<file path="config.mk">
export PLATFORM = sky130hd
export DESIGN_NAME = pipe_skid_buffer
export DESIGN_NICKNAME = d
export VERILOG_FILES = /design/src/rtl/pipe_pkg.sv /design/src/rtl/reg_sync_rst_en.sv /design/src/rtl/pipe_skid_buffer.sv
export SDC_FILE = /design/constraint.sdc
export NUM_CORES = 1
export LEC_CHECK = 0
export ABC_AREA = 1
export BUFFER_PORTS_ARGS = -buffer_cell sky130_fd_sc_hd__buf_2
export CORE_ASPECT_RATIO = 0.7
export CORE_UTILIZATION = 40
export CTS_BUF_LIST = sky130_fd_sc_hd__clkbuf_16
export CTS_CLUSTER_DIAMETER = 200
export CTS_CLUSTER_SIZE = 25
export DETAILED_ROUTE_END_ITERATION = 10
export PLACE_DENSITY = 0.74
export REMOVE_ABC_BUFFERS = 1
export SYNTH_ARGS = -nofsm -noshare
export SYNTH_HDL_FRONTEND = slang
export SYNTH_SLANG_ARGS = --single-unit
</file>
<file path="constraint.sdc">
create_clock -name Clock -period 1.9 [get_ports Clock]
set_input_delay 0.38 -clock Clock [delete_from_list [all_inputs] [get_ports Clock]]
set_output_delay 0.38 -clock Clock [all_outputs]
set_load 0.02 [all_outputs]
</file>
<file path="src/rtl/pipe_pkg.sv">
// Shared definitions for the fetch-side skid buffer: state encoding and bubble word.
package pipe_pkg;

  typedef enum logic [1:0] {
    SKID_EMPTY = 2'd0,
    SKID_ONE   = 2'd1,
    SKID_FULL  = 2'd2
  } skid_state_t;

  // All-zero word doubles as the NOP/bubble seen by decode after reset or flush.
  localparam logic [31:0] SKID_BUBBLE = 32'h0000_0000;

  function automatic logic [1:0] skid_count(input skid_state_t st);
    case (st)
      SKID_ONE:  skid_count = 2'd1;
      SKID_FULL: skid_count = 2'd2;
      default:   skid_count = 2'd0;
    endcase
  endfunction

endpackage

</file>
<file path="src/rtl/reg_sync_rst_en.sv">
// Data register with synchronous active-low clear and load enable.
module reg_sync_rst_en #(
  parameter int                WID_DATA  = 32,
  parameter logic [WID_DATA-1:0] RST_VALUE = '0
) (
  input  logic                Clock,
  input  logic                Reset,
  input  logic                Enable,
  input  logic [WID_DATA-1:0] D,
  output logic [WID_DATA-1:0] Q
);

  always_ff @(posedge Clock) begin
    if (!Reset)      Q <= RST_VALUE;
    else if (Enable) Q <= D;
  end

endmodule

</file>
<file path="src/rtl/pipe_skid_buffer.sv">
// Two-entry valid/ready skid buffer between fetch and the IF/ID register.
//   state      | meaning
//   SKID_EMPTY | no word held; InReady=1, OutValid=0
//   SKID_ONE   | head word in main; InReady=1, OutValid=1
//   SKID_FULL  | main and skid both hold words; InReady=0
module pipe_skid_buffer
  import pipe_pkg::*;
#(
  parameter int                  WID_DATA  = 32,
  parameter logic [WID_DATA-1:0] RST_VALUE = WID_DATA'(SKID_BUBBLE)
) (
  input  logic                Clock,
  input  logic                Reset,
  input  logic                Flush,
  input  logic                InValid,
  output logic                InReady,
  input  logic [WID_DATA-1:0] InData,
  output logic                OutValid,
  input  logic                OutReady,
  output logic [WID_DATA-1:0] OutData,
  output logic [1:0]          Count
);

  skid_state_t         state;
  skid_state_t         state_nxt;
  logic                accept;
  logic                consume;
  logic                main_en;
  logic                skid_en;
  logic                data_rst_n;
  logic                main_vld;
  logic                skid_vld;
  logic [WID_DATA-1:0] main_d;
  logic [WID_DATA-1:0] skid_q;

  assign accept     = InValid & InReady;
  assign consume    = OutValid & OutReady;
  assign data_rst_n = Reset & ~Flush;

  always_comb begin
    state_nxt = state;
    main_en   = 1'b0;
    skid_en   = 1'b0;
    main_d    = InData;
    case (state)
      SKID_EMPTY: begin
        if (accept) begin
          state_nxt = SKID_ONE;
          main_en   = 1'b1;
        end
      end
      SKID_ONE: begin
        if (accept && consume) begin
          main_en = 1'b1;
        end else if (accept) begin
          state_nxt = SKID_FULL;
          skid_en   = 1'b1;
        end else if (consume) begin
          state_nxt = SKID_EMPTY;
        end
      end
      SKID_FULL: begin
        // InReady is low here, so the only move is popping skid into main.
        main_d = skid_q;
        if (consume) begin
          state_nxt = SKID_ONE;
          main_en   = 1'b1;
        end
      end
      default: state_nxt = SKID_EMPTY;
    endcase
  end

  // Outputs are decoded from the next state so InReady never depends on OutReady combinationally.
  always_ff @(posedge Clock) begin
    if (!Reset || Flush) begin
      state    <= SKID_EMPTY;
      InReady  <= 1'b1;
      main_vld <= 1'b0;
      skid_vld <= 1'b0;
      Count    <= 2'd0;
    end else begin
      state    <= state_nxt;
      InReady  <= (state_nxt != SKID_FULL);
      main_vld <= (state_nxt != SKID_EMPTY);
      skid_vld <= (state_nxt == SKID_FULL);
      Count    <= skid_count(state_nxt);
    end
  end

  assign OutValid = main_vld;

  reg_sync_rst_en #(
    .WID_DATA  (WID_DATA),
    .RST_VALUE (RST_VALUE)
  ) u_main (
    .Clock  (Clock),
    .Reset  (data_rst_n),
    .Enable (main_en),
    .D      (main_d),
    .Q      (OutData)
  );

  reg_sync_rst_en #(
    .WID_DATA  (WID_DATA),
    .RST_VALUE (RST_VALUE)
  ) u_skid (
    .Clock  (Clock),
    .Reset  (data_rst_n),
    .Enable (skid_en),
    .D      (InData),
    .Q      (skid_q)
  );

  logic unused_skid_vld;
  assign unused_skid_vld = skid_vld;

endmodule
</file>
-- Word-level counts from Yosys, hierarchy flattened
Index checks and enable logic that the tools add are counted.
- register bits after elaboration: 70
- input port bits: 37
- output and inout port bits: 36
- logic and storage cells: 34
- equal/unequal tests: 5
- multiplexer cells: 14
- bitwise logic cells: 4
- reduce and logical (&&, ||, !) cells: 5
- operators with widths (cell ; count):
    $mux W32 ; 1
    $mux W2 ; 5
    $pmux W2 S3 ; 1
    $mux W1 ; 5
    $eq A2 B1 Y1 const B ; 2
    $eq A2 B2 Y1 const B ; 2
    $pmux W2 S2 ; 1
    $and A1 B1 Y1 ; 3
    $pmux W1 S3 ; 1
    $logic_not A2 Y1 ; 1
    $ne A2 B2 Y1 const B ; 1
    $reduce_bool A2 Y1 ; 1
    $logic_and A1 B1 Y1 ; 1
    $logic_not A1 Y1 ; 1
    $logic_or A1 B1 Y1 ; 1
    $not A1 Y1 ; 1

-- Logic depth before layout (Yosys ltp)
Gate-level depths: netlist of run 1.
- depth in word-level cells: 7
- depth in mapped cells: 9
- mapped depth without buffers: 7

-- By module
Synthesis of run 1 repeated with hierarchy kept, for this count alone.
- cell total of the unflattened synthesis: 469
- area total of the unflattened synthesis: 3404.5 um^2
- by module, submodules not included (module ; times used ; cells each ; area an instance (um^2) ; sequential area each (um^2)):
    reg_sync_rst_en ; 2 ; 202 ; 1335.0 ; 640.6
    pipe_skid_buffer ; 1 ; 65 ; 734.5 ; 120.1

-- Worst setup path after synthesis of run 1
Ideal clock, no wire load.
- kind: reg-to-reg
- start point: reg InReady
- end point: reg u_skid.Q[10]
- setup time: 113 ps
- arrival: 1138 ps
- data required time: 1787 ps
- setup slack: 649 ps
- cell stages (with the launch flop): 8
- path buffers: 2
- period minus slack after synthesis: 1251 ps
- cells stage by stage: dfxtp_1 nand2_1 nor2_1 nand3_1 buf_2 buf_2 nor2_1 nor2_1
- longest elaborated chain between the ends: 4
- elaborated cells on any way between the ends: 5
- classes of those cells: 3 x mux; 1 x bitwise; 1 x reduce/logical
- RTL lines (item ; line ; RTL):
    from (decl) ; pipe_skid_buffer.sv:16 ; output logic InReady,
    from (signal assigned) ; pipe_skid_buffer.sv:84 ; InReady <= (state_nxt != SKID_FULL);
    $and A1 B1 Y1 (*) ; pipe_skid_buffer.sv:36 ; assign accept = InValid & InReady;
    $mux W1 / $logic_and A1 B1 Y1 (equally long branches) ; pipe_skid_buffer.sv:55, pipe_skid_buffer.sv:53 ;
    $mux W1 (*) ; pipe_skid_buffer.sv:53 ; if (accept && consume) begin
    $mux W1 (*) ; pipe_skid_buffer.sv:45 ; case (state)
    to (signal assigned) ; reg_sync_rst_en.sv:14 ; if (!Reset) Q <= RST_VALUE;
    to (signal assigned) ; reg_sync_rst_en.sv:15 ; else if (Enable) Q <= D;
    to (decl) ; reg_sync_rst_en.sv:10 ; output logic [WID_DATA-1:0] Q
Every way passes the cells marked *; elsewhere a longest branch is shown, timed or not.
A chain may end at the register's enable or synchronous reset.

-- Final worst setup path of run 1
- start point: reg state[0]
- end point: reg u_main.Q[27]
- longest elaborated chain between the ends: 2
- elaborated cells on any way between the ends: 5
- classes of those cells: 2 x eq/ne; 2 x mux; 1 x reduce/logical
- RTL lines (item ; line ; RTL):
    from (decl) ; pipe_skid_buffer.sv:24 ; skid_state_t state;
    from (signal assigned) ; pipe_skid_buffer.sv:83 ; state <= state_nxt;
    $eq A2 B2 Y1 (tied with other cells) ; pipe_skid_buffer.sv:45 ;
    $pmux W1 S3 / $mux W32 (equally long branches) ; pipe_skid_buffer.sv:45 ;
    to (signal assigned) ; reg_sync_rst_en.sv:14 ;
    to (signal assigned) ; reg_sync_rst_en.sv:15 ;
    to (decl) ; reg_sync_rst_en.sv:10 ;
Parallel ways exist; a longest one is shown, timed or not.

==> run metrics, run 1 <==
status finished, final reports clean; Data required, critical path 2120 ps; Cell Pwr Density 918 nW/um^2; FMAX 725 MHz; DRT Pass-1 Iters 5; Routed wire per std cell 9.97 um; clk sinks 70; Syn-to-layout area delta 21.5%; Place WS 383 ps; Critical Path Source state[0]$_SDFF_PN0_; overall routing resource usage 0.174; synth cell count leaders nand2_1 (170), nor2_1 (130), inv_1 (71), dfxtp_1 (70), o21ai_0 (23); H-tree depth 3; reg-to-reg slack, setup 520 ps; maxcap violations 0; Critical Path End Type flop; GR Util met1 0.202; via count 2933; Clk Latency, worst-skew pair 330 ps; Seq cells post-synth 70; Longest Clk Path Bufs 2; share of post-route cells with drive strength above 1 0.166; post-synth cell types 12; post_cts resized 0; via/cell ratio 4.37; Tmin final 1380 ps; mean area per synthesized cell 6.22 um^2; kind of critical path reg -> reg; met2 Usage GRT 0.284; Fin. Hold Viols 0; Post CTS Setup Buffer Count 0; Register-to-Register Path Depth 8; Worst Hold Class in -> reg; nature of the critical path startpoint flop; CP Max Fanout 58; leading cell type by number of instances after synthesis nand2_1; GPL Wtd Cong 0.747; largest area contributor in the netlist dfxtp_1; n_diodes 0; sequential-to-total area share from yosys stat 0.445; vias in the first global route 2648; DRT Wirelength 6690 um; number of synthesized flops with an enable pin 0; Post-Syn Area 3150 um^2; TritonCTS clock tree built; Leak 0.00216 uW; # IOs 73; Final Util 0.514; drt drc 0; global-route wire length before repair 11300 um; die height 76.2 um; CTS hold repair buffers 0; top cell type's share of synthesized area 0.445; post-route clock period utilization 0.726; worst setup margin 521 ps; largest net degree at the start of global routing 59; r2r endpoint u_main.Q[27]$_SDFFE_PN0P_; layer with the highest usage met2; final net count 605; Post-synth top flop dfxtp_1; RSZ-0062 raised after global routing no; detailed placer's ending HPWL 4450 um; initial core utilization 0.423; root buffer cell clkbuf_16; initial antenna violation count 0; Worst Hold End u_skid.Q[3]$_SDFFE_PN0P_; fin area 3830 um^2; Synth area leaders dfxtp_1 (44%), nand2_1 (20%), nor2_1 (15%), inv_1 (8.5%), o21ai_0 (3.7%); DIE AREA 8240 um^2; total CTS buffers 9; core box area 7450 um^2; Critical R2R Launch state[0]$_SDFF_PN0_; DR iter-0 viols 125; VDD IR max 0.567 mV; Hold WS 288 ps; post-route clock skew 3.43 ps; worst slew pin tran 374 ps; arrival time at the worst endpoint 1600 ps; Port Buffer Count 72; Reg clk slew, reported paths 50 ps; met3 Use GR 0.0838; Async SR Flop Fraction 0; HP Start InData[3]; Synth Warn # 0; num rows 26; Final Power 3510 uW; Slew Limit Headroom 0.750; Worst Hold Depth 3; cell area after placement 3550 um^2; Final setup viols 0; Die Wd 108 um; Gate Count Post-Synth 506; ANT nets after route 0; GR Overflow Total 0; Final Max Slew Viols 0
## state kept, by name, summed over array words and instances (netlist names)
register,flops
Count,2
InReady,1
OutValid,1
state,2
u_main.Q,32
u_skid.Q,32
## cells in the final DEF (no fill, tap or decap), drive strengths merged
master / netlist / layout
inv: 71 / 71
bufinv: 0 / 1
nand3: 3 / 3
o21ai: 33 / 33
nand4: 1 / 1
clkbuf: 3 / 9
nor2: 130 / 130
buf: 25 / 79
clkinv: 0 / 6
nand2: 170 / 170
dfxtp: 70 / 70
## cell families (layout without fill, tap and decap cells)
group,Yosys count,count (layout),synth area share
compound gates,33,33,0.0524
buf+inv,99,166,0.138
flops,70,70,0.445
simple gates,304,304,0.364
## per-layer routing
layer  wire length (um)  vias to the layer above  share of wire
met3                478                        2          0.071
li1                   -                     1592              -
met5                  0                        -              0
met2               3070                       75           0.46
met4                 19                        0         0.0028
met1               3120                     1264           0.47
## worst max-delay path by stage
stage	endpoint	slack [ps]
2_1_floorplan	InReady$_SDFF_PN1_	-1070
4_1_cts	u_main.Q[16]$_SDFFE_PN0P_	540
3_3_place_gp	u_main.Q[22]$_SDFFE_PN0P_	440
3_5_place_dp	u_main.Q[27]$_SDFFE_PN0P_	380
6_report	u_main.Q[27]$_SDFFE_PN0P_	520
5_1_grt	u_main.Q[5]$_SDFFE_PN0P_	390
## where the power goes
part           internal (uW)  total [uW]  switching (uW)
clock network            991        1580             588
logic                    139         394             256
registers               1520        1540            21.1
total                   2650        3510             865
## layout make-up
class                   instances  area [um^2]
fillers                       737         3620
clock inverters                 7         55.1
clock buffers                   9          225
repair buffers                 79          425
inverters                      71          267
multi-input cells             337         1330
flip-flops and latches         70         1400
well taps                      98          123
## per-stage QoR
| step | std cells | setup TNS (ps) |
|---|---|---|
| CTS | 671 | 0 |
| finish | 671 | 0 |
| detailed placement | 655 | 0 |
| global route | 671 | 0 |
| global placement | 655 | 0 |
| floorplan | 478 | -61960 |
## worst max-delay path: stages, from the launching register on
cell	delay, ps
dfxtp_1	380
inv_1	80
nand2_2	80
nand2_1	70
nand2_2	160
buf_12	280
nand2_1	90
nand2_1	60
nor2_1	40
(Power assumes the default switching activity.)
==> run 2: changes to the inputs <==
- clock period: 1.9 -> 1.43 ns (I/O delays scaled with it)
==> run metrics, run 2 (synthesis gave the netlist of run 1 again) <==
reg-to-reg slack, setup 200 ps (-330 ps); Final setup viols 0 (unchanged); maxcap violations 0 (unchanged); Syn-to-layout area delta 24.5%; num rows 26 (unchanged); Final Max Slew Viols 0 (unchanged); Reg clk slew, reported paths 60 ps (about the same); most frequent cells in the layout nand2_1 (168), nor2_1 (129), inv_1 (73); final net count 606 (+0.17%); die height 76.2 um (unchanged); Critical R2R Launch state[1]$_SDFF_PN0_; cell area after placement 3620 um^2 (+2.0%); DR iter-0 viols 103 (-18%); DRT Wirelength 6620 um (-1.1%); Fillers 740 (+0.41%); most common cell after layout, fill and taps aside nand2_1; vias in the first global route 2623 (-0.94%); arrival time at the worst endpoint 1450 ps (-150 ps); Die Wd 108 um (unchanged); Clk Latency, worst-skew pair 330 ps (about the same); initial antenna violation count 0 (unchanged); total CTS buffers 9 (unchanged); Worst Hold Depth 3 (unchanged); RSZ-0062 raised after global routing no; overall routing resource usage 0.170 (-0.00350); n_diodes 0 (unchanged); DRT Pass-1 Iters 6 (+1); Leak 0.00220 uW (+2.1%); Tmin final 1230 ps (-145 ps); Worst Hold Class in -> reg; detailed placer's ending HPWL 4380 um (-1.6%); kind of critical path reg -> reg; Port Buffer Count 72 (unchanged); Slew Limit Headroom 0.824 (+0.0737); H-tree depth 3 (unchanged); HP Start InData[21]; Cell Pwr Density 1240 nW/um^2 (+35%); DIE AREA 8240 um^2 (unchanged); Worst Hold End u_skid.Q[21]$_SDFFE_PN0P_; Critical Path End Type flop; FMAX 810 MHz (+12%); Post CTS Setup Buffer Count 0 (unchanged); Routed wire per std cell 9.86 um (-1.1%); TritonCTS clock tree built; nature of the critical path startpoint flop; GR Overflow Total 0 (unchanged); Register-to-Register Path Depth 8 (unchanged); VDD IR max 0.643 mV (+13%); core box area 7450 um^2 (unchanged); Data required, critical path 1650 ps (-470 ps); CTS hold repair buffers 0 (unchanged); ANT nets after route 0 (unchanged); Fin. Hold Viols 0 (unchanged); global-route wire length before repair 11100 um (-1.6%); root buffer cell clkbuf_16; Longest Clk Path Bufs 2 (unchanged); post_cts resized 0 (unchanged); drt drc 0 (unchanged); Top Registers u_main.Q x32, u_skid.Q x32; GPL Wtd Cong 0.779 (+4.3%); clk sinks 70 (unchanged); post-route clock period utilization 0.863 (+0.137); status finished, final reports clean; largest net degree at the start of global routing 65 (+10%); CP Max Fanout 34 (-41%); Hold WS 203 ps (-85.3 ps); Critical Path Source state[1]$_SDFF_PN0_; initial core utilization 0.423 (unchanged); # IOs 73 (unchanged); via count 2928 (-0.17%); worst slew pin tran 264 ps (-111 ps); post-route clock skew 6.35 ps (+2.92 ps); share of post-route cells with drive strength above 1 0.169 (+0.00349); fin area 3920 um^2 (+2.5%); r2r endpoint u_main.Q[7]$_SDFFE_PN0P_; via/cell ratio 4.36 (-0.17%)
-- run 2: critical path, stage by stage, from the launching register on --
cell and delay [ps]:
dfxtp_1 390, inv_1 80, nand3_1 80, nand2_1 60, nand2_2 120, buf_12 200
nand2_1 80, nand2_1 60, nor2_1 40
-- run 2: final cells by class --
cell class	instances	area, um^2	area share
Clock buffer	9	225	0.0574
Sequential cell	70	1400	0.357
Clock inverter	6	80.1	0.0204
Timing Repair Buffer	80	495	0.126
Tap cell	98	123	0.0313
Multi-Input combinational cell	337	1330	0.339
Inverter	71	267	0.0680
-- run 2: stage by stage --
stage | setup WS [ps] | TNS, ps | cells | total power [uW] | utilization
finish | 196 | 0 | 671 | 4870 | 0.526
global route | 55.9 | 0 | 671 | 5090 | 0.526
CTS | 186 | 0 | 671 | 4950 | 0.526
detailed placement | 142 | 0 | 656 | 2640 | 0.485
global placement | 198 | 0 | 656 | 2620 | 0.485
floorplan | -1450 | -91520 | 478 | 2430 | -
-- run 2: report_power, final --
group	internal (uW)	total, uW	switching (uW)
Clock	1500	2270	775
Sequential	2020	2050	29.8
Combinational	206	549	343
Total	3720	4870	1150
-- run 2: worst max-delay path by stage --
stage,endpoint,depth (start not counted)
global placement,u_main.Q[10]$_SDFFE_PN0P_,8
global route,u_main.Q[14]$_SDFFE_PN0P_,7
detailed placement,u_main.Q[7]$_SDFFE_PN0P_,8
finish,u_main.Q[7]$_SDFFE_PN0P_,8
floorplan,OutValid$_SDFF_PN0_,7
CTS,u_main.Q[7]$_SDFFE_PN0P_,8
-- run 2: metal layers --
metal,vias up,wire length [um],track usage
met5,-,0,0
met2,68,2900,0.288
met1,1252,3230,0.197
li1,1598,-,-
met4,0,66,0.0575
met3,10,426,0.0624
==> run 3: changes to the inputs <==
- ABC_CLOCK_PERIOD_IN_PS: unset -> 1430
- CORE_UTILIZATION: 40 -> 53
- GPL_ROUTABILITY_DRIVEN: unset -> 0
- PLACE_DENSITY: 0.74 -> 0.91
==> run metrics, run 3 (synthesis gave the netlist of run 1 again) <==
status finished, final reports clean; Syn-to-layout area delta 24.0%; Switch Pwr 1180 uW (+2.6%); kind of critical path reg -> reg; CP max-delay cell dfxtp_1; Critical Path End Type flop; Fillers 477 (-36%); fin area 3910 um^2 (-0.38%); Critical Path Source state[0]$_SDFF_PN0_; Data required, critical path 1680 ps (+30 ps); DIE AREA 6260 um^2 (-24%); num rows 23 (-12%); initial core utilization 0.550 (+0.127); Critical Path End u_main.Q[30]$_SDFFE_PN0P_; most frequent cells in the layout nand2_1 (168), nor2_1 (129), inv_1 (72), buf_2 (72), dfxtp_1 (70); Final Power 4920 uW (+0.92%); core box area 5730 um^2 (-23%); clock power share 0.471 (+0.004); drt drc 0 (unchanged); DRT Wirelength 6830 um (+3.2%); Logic pwr share 0.112 (about the same); Top Registers u_main.Q x32, u_skid.Q x32; Cell Pwr Density 1260 nW/um^2 (+1.3%); ANT nets after route 0 (unchanged); die height 66.5 um (-13%); Crit path depth 7 (-1); nature of the critical path startpoint flop; root buffer cell clkbuf_16; Reg clk slew, reported paths 60 ps (about the same); cell area after placement 3590 um^2 (-0.80%); via count 2989 (+2.1%); post-route clock skew 6.33 ps (-0.0204 ps); P_int 3740 uW (+0.41%); critical path cell sequence inv_1 -> nand2_2 -> buf_6 -> nand2_1 -> o21ai_0 -> nor2_1 -> nor2_1; Tmin final 1270 ps (+36.8 ps); total CTS buffers 9 (unchanged); Cells after DPL 633 (-3.5%); Routed wire per std cell 10.5 um (+6.7%); CP dominant cell by count nor2_1; Worst Hold Class in -> reg; via/cell ratio 4.61 (+5.5%); final net count 606 (unchanged); TritonCTS clock tree built; most common cell after layout, fill and taps aside nand2_1; Final Util 0.682 (+0.156); maxcap violations 0 (unchanged); VDD IR max 0.883 mV (+37%); H-tree depth 3 (unchanged); detailed placer's ending HPWL 4590 um (+4.9%); Finished Layout Cells 649 (-3.3%); # IOs 73 (unchanged); arrival time at the worst endpoint 1520 ps (+70 ps); share of post-route cells with drive strength above 1 0.172 (+0.00319); Fin. Hold Viols 0 (unchanged); CP delay by family, top flip-flops; reg-to-reg slack, setup 160 ps (-40 ps); Clk Latency, worst-skew pair 330 ps (about the same); global-route wire length before repair 11000 um (-0.62%); clk sinks 70 (unchanged); Port Buffer Count 72 (unchanged); worst stage delay on the critical path 380 ps (about the same); Hold WS 189 ps (-13.7 ps); r2r endpoint u_main.Q[30]$_SDFFE_PN0P_; DRT Pass-1 Iters 4 (-2); Critical R2R Launch state[0]$_SDFF_PN0_; Die Wd 94.1 um (-13%); CTS hold repair buffers 0 (unchanged); largest net degree at the start of global routing 36 (-45%); Longest Clk Path Bufs 2 (unchanged); Final setup viols 0 (unchanged); vias in the first global route 2647 (+0.91%); worst slew pin tran 269 ps (+5.61 ps); Final Max Slew Viols 0 (unchanged); FMAX 787 MHz (-2.9%); CP Max Fanout 34 (unchanged); Slew Limit Headroom 0.820 (-0.00374); Register-to-Register Path Depth 7 (-1); n_diodes 0 (unchanged); RSZ-0062 raised after global routing no; initial antenna violation count 0 (unchanged); Worst Path Buf+Inv 2 (unchanged); overall routing resource usage 0.234 (+0.0631); GR Overflow Total 0 (unchanged); Leak 0.00220 uW (+0.15%); DR iter-0 viols 104 (+0.97%); switching share of power 0.240 (+0.00390); post-route clock period utilization 0.889 (+0.0257); register share of total power 0.417 (-0.003)
run 3: area by class of cell:
cell class                 instances  area (um^2)  share of cell area
sequential                        70         1400               0.359
multi-input combinational        337         1330               0.340
timing repair buffer              80          499               0.128
inverter                          71          267              0.0682
clock buffer                       9          225              0.0577
tap                               75         93.8              0.0240
clock inverter                     7         90.1              0.0231
run 3: worst reg2reg max path, delay by kind of cell, from the launching register on:
kind / cells / cell delay, ps
flops: 1 / 380
simple gates: 4 / 380
buf+inv: 2 / 330
compound gates: 1 / 100
run 3: worst min-delay path by stage:
stage / from / to / cells after the start
6_report: InData[19] / u_skid.Q[19]$_SDFFE_PN0P_ / 3
2_1_floorplan: InData[0] / u_skid.Q[0]$_SDFFE_PN0P_ / 2
3_3_place_gp: u_main.Q[28]$_SDFFE_PN0P_ / u_main.Q[28]$_SDFFE_PN0P_ / 4
5_1_grt: InData[1] / u_skid.Q[1]$_SDFFE_PN0P_ / 3
4_1_cts: InData[19] / u_skid.Q[19]$_SDFFE_PN0P_ / 3
3_5_place_dp: u_main.Q[26]$_SDFFE_PN0P_ / u_main.Q[26]$_SDFFE_PN0P_ / 4
run 3: power by group through the flow:
stage	Clock, uW	Combinational [uW]	Sequential [uW]
after floorplan	0	280	2150
after global placement	0	527	2090
after detailed placement	0	549	2090
after CTS	2370	553	2050
after global routing	2440	620	2060
final	2320	550	2050
run 3: stage by stage:
step,TNS [ps],worst slack [ps]
floorplan,-91520,-1450
CTS,0,92.0
global placement,0,201
detailed placement,0,121
finish,0,159
global route,0,32.9
run 3: metal layers:
layer | track usage | vias to the layer above | wire (um)
li1 | - | 1596 | -
met4 | 0.110 | 0 | 44
met3 | 0.0719 | 4 | 473
met2 | 0.414 | 82 | 3330
met1 | 0.257 | 1307 | 2990
met5 | 0 | - | 0
run 3: timing repair:
| action | CTS | global route |
|---|---|---|
| setup endpoints to repair | 0 | 1 |
| setup buffers | 0 | 0 |
| resized for setup | 0 | 1 |
